<file path="config.mk">
export PLATFORM = sky130hd
export DESIGN_NAME = snoopy_bus_arbiter
export DESIGN_NICKNAME = d
export VERILOG_FILES = /design/src/rtl/snoopy_bus_arbiter.sv
export SDC_FILE = /design/constraint.sdc
export NUM_CORES = 1
export LEC_CHECK = 0
export CAP_MARGIN = 20
export CORE_MARGIN = 3
export CORE_UTILIZATION = 51
export DETAILED_ROUTE_END_ITERATION = 8
export PLACE_DENSITY_LB_ADDON = 0.15
export SLEW_MARGIN = 30
export SYNTH_ARGS = -nofsm -noshare
export SYNTH_HDL_FRONTEND = slang
export SYNTH_SLANG_ARGS = --single-unit
</file>
<file path="constraint.sdc">
create_clock -name clock -period 5.5 [get_ports clock]
set_input_delay 1.1 -clock clock [delete_from_list [all_inputs] [get_ports clock]]
set_output_delay 1.1 -clock clock [all_outputs]
set_load 0.05 [all_outputs]
</file>
<file path="src/rtl/snoopy_bus_arbiter.sv">
// snoopy_bus_arbiter: round-robin bus arbiter for snooping caches.
// A grant is held for as long as the owner keeps requesting. When the owner
// releases, the next requester takes the bus on the following edge with no
// idle cycle in between. Every output comes straight from a register.
// Optional watchdog: define SNOOPY_ARBITER_WATCHDOG_EN to build it in. The
// watchdog takes the bus away from an owner that has held it for
// MAX_HOLD_CYCLES while another cache is waiting.
module snoopy_bus_arbiter #(
  parameter int NUMBER_OF_CACHES   = 4,
  parameter int CACHE_NUMBER_WIDTH = $clog2(NUMBER_OF_CACHES),
  parameter int MAX_HOLD_CYCLES    = 16
) (
  input  logic                          clock,
  input  logic                          reset,
  input  logic [NUMBER_OF_CACHES-1:0]   request,
  output logic [NUMBER_OF_CACHES-1:0]   grant,
  output logic [CACHE_NUMBER_WIDTH-1:0] ownerIndex,
  output logic                          busy,
  output logic                          timeout
);
  localparam int N = NUMBER_OF_CACHES;
  localparam int W = CACHE_NUMBER_WIDTH;

`ifdef SNOOPY_ARBITER_WATCHDOG_EN
  typedef enum logic [1:0] {IDLE, GRANTED, REVOKE} state_t;
`else
  typedef enum logic [1:0] {IDLE, GRANTED} state_t;
`endif

  state_t         state_q, state_d;
  logic [N-1:0]   grant_q, grant_d;
  logic [W-1:0]   owner_q, owner_d;
  logic [W-1:0]   ptr_q, ptr_d;
  logic           busy_q, busy_d;
  logic           timeout_q, timeout_d;
`ifdef SNOOPY_ARBITER_WATCHDOG_EN
  logic [7:0]     hold_q, hold_d;
`endif

  // Find the first set bit at or above start, wrapping around.
  // Returns {found, index}.
  function automatic logic [W:0] pick(input logic [N-1:0] req, input logic [W-1:0] start);
    logic [W:0]   res;
    logic [W-1:0] idx;
    int           j;
    res = '0;
    // Walk downward so that the lowest offset from start is written last and wins.
    for (int k = N - 1; k >= 0; k--) begin
      j = int'(start) + k;
      if (j >= N) j = j - N;
      idx = W'(j);
      if (req[idx]) res = {1'b1, idx};
    end
    return res;
  endfunction

  logic [W:0]   idle_win;   // winner searched from the stored pointer
  logic [W:0]   rel_win;    // winner searched from the slot after the releasing owner
  logic [W-1:0] nxt_owner;  // (owner + 1) mod N
  logic [N-1:0] others;     // requests from every cache except the owner

  // Winner candidates. On a release the search must use the updated pointer
  // and must skip the cache that is letting go of the bus.
  always_comb begin
    nxt_owner = (int'(owner_q) == N - 1) ? '0 : owner_q + 1'b1;
    others    = request & ~grant_q;
    idle_win  = pick(request, ptr_q);
    rel_win   = pick(others, nxt_owner);
  end

  // Next-state logic and registered outputs.
  always_comb begin
    state_d   = state_q;
    grant_d   = grant_q;
    owner_d   = owner_q;
    ptr_d     = ptr_q;
    busy_d    = busy_q;
    timeout_d = 1'b0;
`ifdef SNOOPY_ARBITER_WATCHDOG_EN
    hold_d    = hold_q;
`endif
    case (state_q)
      GRANTED: begin
        if (request[owner_q]) begin
`ifdef SNOOPY_ARBITER_WATCHDOG_EN
          if (hold_q == 8'(MAX_HOLD_CYCLES) && |others) begin
            state_d   = REVOKE;
            grant_d   = '0;
            busy_d    = 1'b0;
            timeout_d = 1'b1;
            ptr_d     = nxt_owner;
            hold_d    = '0;
          end else if (hold_q != 8'(MAX_HOLD_CYCLES)) begin
            hold_d = hold_q + 8'd1;
          end
`endif
        end else begin
          ptr_d = nxt_owner;
          if (rel_win[W]) begin
            grant_d            = '0;
            grant_d[rel_win[W-1:0]] = 1'b1;
            owner_d            = rel_win[W-1:0];
`ifdef SNOOPY_ARBITER_WATCHDOG_EN
            hold_d             = '0;
`endif
          end else begin
            state_d = IDLE;
            grant_d = '0;
            busy_d  = 1'b0;
          end
        end
      end
      // IDLE, and REVOKE when the watchdog is built in, arbitrate from the pointer.
      default: begin
        if (idle_win[W]) begin
          state_d                  = GRANTED;
          grant_d                  = '0;
          grant_d[idle_win[W-1:0]] = 1'b1;
          owner_d                  = idle_win[W-1:0];
          busy_d                   = 1'b1;
`ifdef SNOOPY_ARBITER_WATCHDOG_EN
          hold_d                   = '0;
`endif
        end else begin
          state_d = IDLE;
          grant_d = '0;
          busy_d  = 1'b0;
        end
      end
    endcase
  end

  // State register with synchronous reset.
  always_ff @(posedge clock) begin
    if (reset) begin
      state_q   <= IDLE;
      grant_q   <= '0;
      owner_q   <= '0;
      ptr_q     <= '0;
      busy_q    <= 1'b0;
      timeout_q <= 1'b0;
`ifdef SNOOPY_ARBITER_WATCHDOG_EN
      hold_q    <= '0;
`endif
    end else begin
      state_q   <= state_d;
      grant_q   <= grant_d;
      owner_q   <= owner_d;
      ptr_q     <= ptr_d;
      busy_q    <= busy_d;
      timeout_q <= timeout_d;
`ifdef SNOOPY_ARBITER_WATCHDOG_EN
      hold_q    <= hold_d;
`endif
    end
  end

  assign grant      = grant_q;
  assign ownerIndex = owner_q;
  assign busy       = busy_q;
`ifdef SNOOPY_ARBITER_WATCHDOG_EN
  assign timeout    = timeout_q;
`else
  assign timeout    = 1'b0;
`endif

endmodule

</file>
==> run_results.csv, run 1 <==
group,metric,value,unit
outcome,outcome,"complete, no violations",
cells_and_area,drive_gt1_frac,0.0700,
critical_path,r2r_start,"ownerIndex[0]$_SDFFE_PP0P_",
floorplanning,die_h,42.7,um
synthesis,synth_seq_cells,9,
placement,finalWeightedCongestion,0.856,
cells_and_area,n_antenna_cell,0,
critical_path,critPathLaunchType,"input pin",
power,power,290,uW
worst_hold_path,worst_hold_path_type,"flop to flop",
global_route,grt_antenna_before_repair,0,
global_route,grt_max_degree,12,
critical_path,cp_max_fo,6,
drt,vias,726,
cts,cts_max_level,1,
power,p_sw_frac,0.440,
synthesis,ys_seq_area_frac,0.263,
global_route,grt_pass1_vias,612,
drt,drt_wl_total,1.60,mm
power,p_switching,128,uW
floorplanning,die_area,1820,um2
cts,cts_root_buffer,"clkbuf_4",
critical_path,worst-setup-path-type,"input pin to flop",
synthesis,synth_area,686,um2
drt,drtIter0Drc,14,
global_route,busiest_layer,"met2",
global_route,overflow,0,
cts,post_cts_resized,0,
power,p_int,162,uW
cts,cts_tree,"yes",
synthesis,synth_cells,88,
floorplanning,io_pins,14,
cells_and_area,fin_area,826,um2
sta,hold_viol_final,0,
sta,slew_viol_final,0,
power,ir_drop,0.179,mV
synthesis,yosysWarnings,0,
cts,cts_max_path_buffers,2,
sta,worst_clock_skew,0.000823,ns
sta,relSlewSlack,0.457,
drt,ant_nets,0,
cts,insertion_delay,0.26,ns
sta,rsz0062_at_grt,"false",
cts,hold_buffers,0,
synthesis,syn_area_per_cell,7.79,um2
synthesis,yosysUniqueCellTypes,37,
cts,clock-sinks,9,
sta,setup_viol,0,
power,leakage,0.000304,uW
placement,portBuffers,12,
global_route,grtUsageMet2,0.290,
worst_hold_path,worstHoldStart,"grant[1]$_SDFFE_PP0P_",
global_route,grt_pass1_wl,2.64,mm
run,cap_violations,0,
cells_and_area,fin_util,0.696,
placement,hpwl,1.25,mm
placement,dpl-instance-area,800,um2
drt,firstDrtPassIters,4,
drt,via_per_inst,6.37,
floorplanning,initial_utilization,0.578,
cts,cts_setup_buffers,0,
synthesis,dominantRegCellSynth,"dfxtp_1",
sta,fin_crit,3.02,ns
synthesis,synthesis.nets,95,
global_route,grt_usage,0.188,
power,clock_power_share,0.179,
power,comb_power_share,0.518,
global_route,met1_usage,0.254,
sta,fmax,331,MHz
synthesis,ys_async_sr_fraction,0,
floorplanning,fp.dieW,42.7,um
power,p_per_area,351,nW/um2
cells_and_area,final_nets,108,
cts,clk_pin_slew_worst_paths,0.06,ns
cts,cts_buffers,3,
sta,fin_setup_tns,0,ns
global_route,use_met3,0.0254,
floorplanning,fp-row-count,12,
sta,period_share,0.550,
sta,worstMarginPinSlew,0.804,ns
power,seq_power_share,0.303,
critical_path,critPathArrivalTime,3.20,ns
synthesis,synth_edf_count,0,
critical_path,crit_start,"request[1]",
critical_path,cp.required,5.68,ns
critical_path,endpoint_kind,"flop",
drt,drc,0,
cells_and_area,area_delta_synth_final,20.4,%
drt,wl_per_cell,14.1,um
floorplanning,core,1190,um2
## worst max-delay path: stages
cell and delay (ns):
clkdlybuf4s50_1 0.57, and2b_1 0.28, a211oi_2 0.08, o32a_1 0.39
or4_1 0.54, a311oi_2 0.24
## cell families (layout without fill, tap and decap cells)
| family | count (synthesis) | after routing | share of synthesized area |
|---|---|---|---|
| other | 1 | 1 | 0.00547 |
| and+or+nand+nor | 42 | 42 | 0.316 |
| adders and majority gates | 1 | 1 | 0.0182 |
| muxes | 3 | 3 | 0.0675 |
| buffers and inverters | 6 | 18 | 0.0456 |
| AOI/OAI and AO/OA | 26 | 26 | 0.285 |
| DFF | 9 | 9 | 0.263 |
## cell usage in the layout (no fill, tap or decap)
cell,instances
clkbuf_1,1
nand2b_1,3
nand3_1,1
clkdlybuf4s50_1,12
o32a_1,1
o22a_1,1
nor3_1,4
o32ai_1,2
conb_1,1
o22ai_1,3
ha_1,1
a221oi_1,2
a311oi_2,1
and2_1,1
o21a_1,1
and2b_4,1
nor2b_1,3
dfxtp_1,9
a211oi_1,1
and2b_1,1
or2b_1,1
o21ai_0,2
nand2_1,5
a21oi_1,7
nor2_1,15
or3_1,2
clkbuf_4,3
mux2i_1,2
o41ai_1,2
or4_1,2
nor4_1,1
inv_1,2
a211oi_2,1
nor3b_1,1
a311oi_1,2
or2_2,1
mux4_1,1
## power by group through the flow
stage          clock (uW)  sequential, uW  combinational [uW]
3_5_place_dp            0            89.6                 148
2_1_floorplan           0             115                83.6
3_3_place_gp            0            89.5                 147
4_1_cts              54.3            88.0                 148
6_report             51.9            88.0                 150
5_1_grt              57.5            89.9                 160
## state kept, by name (all words and copies together), names as in the netlist
signal      flops
grant           4
ownerIndex      2
ptr_q           2
busy            1
## layout make-up
type / count / area, um2
timing repair buffer: 12 / 120
multi-input combinational: 73 / 474
clock buffer: 4 / 26.3
sequential: 9 / 180
inverter: 2 / 7.51
tap: 14 / 17.5
fill: 96 / 360
## cells in the mapped netlist (2+ instances only)
cell type,count,area share
a21oi_1,7,0.051
a221oi_1,2,0.026
a311oi_1,2,0.026
buf_4,2,0.022
dfxtp_1,9,0.26
inv_1,2,0.011
mux2i_1,2,0.029
nand2_1,5,0.027
nand2b_1,3,0.027
nor2_1,15,0.082
nor2b_1,3,0.027
nor3_1,4,0.029
o21ai_0,2,0.015
o22ai_1,3,0.027
o32ai_1,2,0.026
o41ai_1,2,0.026
or3_1,2,0.018
or4_1,2,0.022
## routing by layer
layer  wire length (um)  part of all wire
met2                705              0.44
met4                 17             0.011
met3                118             0.074
met1                762              0.48
met5                  0                 0
## final timing paths
check	slack, ns	depth (start not counted)	endpoint
min reg2reg	0.51	2	grant[1]$_SDFFE_PP0P_
max reg2reg	3.30	5	grant[0]$_SDFFE_PP0P_
min	0.51	2	grant[1]$_SDFFE_PP0P_
max	2.48	6	grant[0]$_SDFFE_PP0P_
## stage by stage
step	setup WS [ns]	cells	hold WS [ns]
global placement	2.30	110	0.500
finish	2.48	114	0.508
CTS	2.50	114	0.515
global route	2.38	114	0.540
floorplan	2.93	88	0.477
detailed placement	2.22	110	0.504
No activity file was read; power rests on OpenSTA's default activity.
==> run 2, diff against run 1 <==
CORE_UTILIZATION = 49   (was 51)
clock period = 3 ns   (was 5.5 ns; I/O delays follow)
==> run_results.csv, run 2 (synthesis results as in run 1) <==
group,metric,value,unit
critical_path,critPathLaunchType,"input pin",
cells_and_area,final_cell_mix,"nor2_1 (15), clkdlybuf4s50_1 (12), dfxtp_1 (9), a21oi_1 (7), nand2_1 (5)",
placement,hpwl,1.43,mm
floorplanning,fp-row-count,12,
drt,firstDrtPassIters,4,
critical_path,worstRegToRegCells,5,
worst_hold_path,hold_path_depth,2,
cts,clk_pin_slew_worst_paths,0.06,ns
worst_hold_path,worstHoldStart,"grant[1]$_SDFFE_PP0P_",
sta,relSlewSlack,0.577,
global_route,grt_max_degree,12,
cts,cts_max_level,1,
sta,worstMarginPinSlew,0.626,ns
run,cap_violations,0,
drt,drt_wl_total,1.88,mm
cts,insertion_delay,0.26,ns
sta,fin_setup_tns,0,ns
floorplanning,fp.dieW,43.4,um
floorplanning,initial_utilization,0.571,
cells_and_area,layout_commonest_cell,"nor2_1",
sta,rsz0062_at_grt,"false",
cells_and_area,final_nets,109,
critical_path,critPathArrivalTime,2.67,ns
sta,fin_crit,2.50,ns
sta,hold_viol_final,0,
drt,vias,759,
cts,cts_buffers,3,
critical_path,r2r_slack,0.78,ns
worst_hold_path,worst_hold_path_type,"flop to flop",
power,leakage,0.000309,uW
global_route,grt_pass1_wl,3.11,mm
critical_path,r2r_end,"grant[0]$_SDFFE_PP0P_",
worst_hold_path,hold_end,"grant[1]$_SDFFE_PP0P_",
placement,finalWeightedCongestion,0.929,
critical_path,crit_chain,"clkdlybuf4s50_1, and2b_1, a211oi_2, o32a_1, or4_1, a311oi_2",
cells_and_area,largest_reg_flops,4,
floorplanning,die_h,43.4,um
critical_path,r2r_start,"ownerIndex[0]$_SDFFE_PP0P_",
cts,cts_setup_buffers,0,
power,power,537,uW
cells_and_area,area_delta_synth_final,21.5,%
critical_path,endpoint_kind,"flop",
critical_path,worst-setup-path-type,"input pin to flop",
sta,setup_viol,0,
drt,via_per_inst,6.60,
floorplanning,die_area,1880,um2
floorplanning,core,1200,um2
cts,cts_max_path_buffers,2,
sta,period_share,0.834,
outcome,outcome,"complete, no violations",
drt,wl_per_cell,16.3,um
cells_and_area,drive_gt1_frac,0.0792,
power,p_per_area,645,nW/um2
cells_and_area,n_antenna_cell,0,
cts,cts_root_buffer,"clkbuf_4",
cts,post_cts_resized,0,
global_route,grt_pass1_vias,701,
cts,hold_buffers,0,
drt,drtIter0Drc,30,
critical_path,cp.required,3.17,ns
sta,fmax,400,MHz
critical_path,max_stage_delay,0.55,ns
drt,drc,0,
global_route,overflow,0,
drt,ant_nets,0,
floorplanning,io_pins,14,
cts,clock-sinks,9,
global_route,grt_usage,0.218,
placement,portBuffers,12,
critical_path,crit_start,"request[1]",
cts,cts_tree,"yes",
critical_path,crit_slowest_cell,"clkdlybuf4s50_1",
power,ir_drop,0.371,mV
global_route,grt_antenna_before_repair,0,
sta,slew_viol_final,0,
critical_path,cp_max_fo,6,
sta,worst_clock_skew,0.00831,ns
-- run 2: layer usage --
layer	wire, um	global-route usage	up-vias
met4	41	0.145	0
met1	865	0.289	363
met2	882	0.324	32
met5	0	0	-
li1	-	-	358
met3	88	0.0332	6
-- run 2: worst max-delay path: cells and delay by family --
family	cells	cell delay, ns
compound gates	3	0.73
simple gates	2	0.80
buf+inv	1	0.55
-- run 2: how the worst max path moves through the flow --
| stage | to | slack [ns] | depth (start not counted) |
|---|---|---|---|
| after floorplan | grant[0]$_SDFFE_PP0P_ | 0.68 | 5 |
| after global placement | grant[0]$_SDFFE_PP0P_ | 0.30 | 6 |
| after detailed placement | grant[0]$_SDFFE_PP0P_ | 0.24 | 6 |
| after CTS | grant[0]$_SDFFE_PP0P_ | 0.51 | 6 |
| after global routing | ownerIndex[0]$_SDFFE_PP0P_ | 0.35 | 6 |
| final | grant[0]$_SDFFE_PP0P_ | 0.50 | 6 |
-- run 2: cell type report --
cell class	instances	area (um2)
multi-input combinational	73	474
fill	96	368
sequential	9	180
timing repair buffer	13	128
clock buffer	4	26.3
tap	14	17.5
inverter	2	7.51
-- run 2: where the power goes --
part	internal, uW	switching, uW
logic	109	173
clock network	51.1	40.1
registers	139	25.2
-- run 2: metrics by stage --
stage	hold slack, ns	cell area (um2)	setup slack (ns)	std cells	util
finish	0.530	833	0.499	115	0.694
global route	0.563	833	0.355	115	0.694
CTS	0.526	833	0.507	115	0.694
detailed placement	0.513	807	0.244	111	0.672
global placement	0.508	807	0.299	111	0.672
floorplan	0.477	686	0.680	88	-
==> run 3, diff against run 2 <==
clock period = 2.4 ns   (was 3 ns; I/O delays follow)
==> run_results.csv, run 3 (synthesis results as in run 1) <==
group,metric,value,unit
outcome,outcome,"complete, no violations",
placement,placed_cells,125,
cells_and_area,area_delta_synth_final,36.9,%
cells_and_area,drive_gt1_frac,0.191,
power,ir_drop,0.504,mV
run,cap_violations,0,
cells_and_area,seq_area,180,um2
sta,fin_setup_tns,0,ns
power,p_per_area,787,nW/um2
critical_path,cp.required,2.58,ns
cells_and_area,final_cells,129,
critical_path,max_stage_delay,0.55,ns
cts,cts_max_level,1,
cells_and_area,final_nets,123,
cells_and_area,final_cell_mix,"nor2_1 (15), buf_4 (15), clkdlybuf4s50_1 (12), dfxtp_1 (9), a21oi_1 (7)",
cells_and_area,largest_reg_flops,4,
floorplanning,io_pins,14,
sta,setup_viol,0,
cells_and_area,n_antenna_cell,0,
sta,fmax,436,MHz
drt,vias,810,
cells_and_area,fin_area,938,um2
cts,clock-sinks,9,
floorplanning,fp.dieW,43.4,um
cts,post_cts_resized,0,
placement,dpl-instance-area,912,um2
sta,worst_clock_skew,0.00942,ns
critical_path,critPathLaunchType,"input pin",
floorplanning,initial_utilization,0.571,
cts,cts_root_buffer,"clkbuf_4",
sta,period_share,0.956,
critical_path,critPathArrivalTime,2.47,ns
drt,via_per_inst,6.28,
sta,relSlewSlack,0.633,
global_route,grt_pass1_vias,805,
critical_path,crit_start,"request[1]",
drt,drc,0,
worst_hold_path,hold_path_depth,2,
cts,hold_buffers,0,
sta,fin_crit,2.29,ns
sta,slew_viol_final,0,
power,leakage,0.000377,uW
drt,wl_per_cell,16.2,um
cts,cts_tree,"yes",
floorplanning,fp-row-count,12,
sta,holdWs,0.526,ns
drt,drtIter0Drc,28,
drt,firstDrtPassIters,5,
critical_path,worst-setup-path-type,"input pin to flop",
placement,hpwl,1.64,mm
placement,finalWeightedCongestion,0.950,
critical_path,r2r_slack,0.22,ns
drt,drt_wl_total,2.09,mm
cts,cts_buffers,3,
critical_path,worstRegToRegCells,5,
global_route,overflow,0,
cells_and_area,fill_cells,90,
placement,portBuffers,12,
floorplanning,core,1200,um2
worst_hold_path,hold_end,"grant[3]$_SDFFE_PP0P_",
cells_and_area,multi_input_area,474,um2
cts,clk_pin_slew_worst_paths,0.07,ns
global_route,grt_antenna_before_repair,0,
critical_path,crit_slowest_cell,"or4_1",
sta,rsz0062_at_grt,"false",
floorplanning,die_h,43.4,um
global_route,grt_max_degree,12,
power,power,738,uW
floorplanning,die_area,1880,um2
sta,worstMarginPinSlew,0.543,ns
worst_hold_path,worst_hold_path_type,"flop to flop",
drt,ant_nets,0,
critical_path,crit_chain,"clkdlybuf4s50_1, and2b_1, buf_4, a21oi_1, o32ai_1, or4_1, a311oi_1",
critical_path,cp_max_fo,5,
critical_path,r2r_start,"ownerIndex[1]$_SDFFE_PP0P_",
global_route,grt_pass1_wl,3.56,mm
critical_path,endpoint_kind,"flop",
cts,cts_max_path_buffers,2,
global_route,grt_usage,0.251,
cts,insertion_delay,0.27,ns
cts,cts_setup_buffers,0,
critical_path,r2r_end,"grant[0]$_SDFFE_PP0P_",
worst_hold_path,worstHoldStart,"grant[3]$_SDFFE_PP0P_",
sta,hold_viol_final,0,
[run 3: changes by cell type in the layout (fill, tap and decap cells not counted)]
cell / previous run / this run
buf_4: 1 / 15
[run 3: metal layers]
metal | up-vias | GRT usage | routed length [um]
li1 | 391 | - | -
met1 | 379 | 0.308 | 910
met3 | 10 | 0.0539 | 115
met4 | 0 | 0.145 | 75
met2 | 30 | 0.401 | 988
met5 | - | 0 | 0
[run 3: cell type report]
class	count	area share
flip-flops and latches	9	0.192
well taps	14	0.0187
repair buffers	27	0.248
clock buffers	4	0.0280
inverters	2	0.00800
multi-input cells	73	0.505
[run 3: power breakdown]
group	switching (uW)	total, uW	internal, uW
clock network	57.9	122	64.3
logic	231	412	181
registers	29.8	204	174
[run 3: critical path: cells and delay by family]
family	cells	cell delay [ns]
AOI/OAI and AO/OA	3	0.62
and+or+nand+nor	2	0.76
buffers and inverters	2	0.61
[run 3: stage by stage]
stage	utilization	worst slack, ns
6_report	0.781	0.106
2_1_floorplan	-	0.0797
3_3_place_gp	0.759	-0.0272
4_1_cts	0.781	0.106
5_1_grt	0.781	0.00496
3_5_place_dp	0.759	-0.172
[run 3: how the worst max path moves through the flow]
| stage | end | slack [ns] | cells after the start |
|---|---|---|---|
| CTS | grant[2]$_SDFFE_PP0P_ | 0.11 | 7 |
| global route | grant[2]$_SDFFE_PP0P_ | 0.005 | 7 |
| floorplan | grant[0]$_SDFFE_PP0P_ | 0.08 | 5 |
| detailed placement | grant[2]$_SDFFE_PP0P_ | -0.17 | 7 |
| global placement | grant[0]$_SDFFE_PP0P_ | -0.03 | 6 |
| finish | grant[2]$_SDFFE_PP0P_ | 0.11 | 7 |
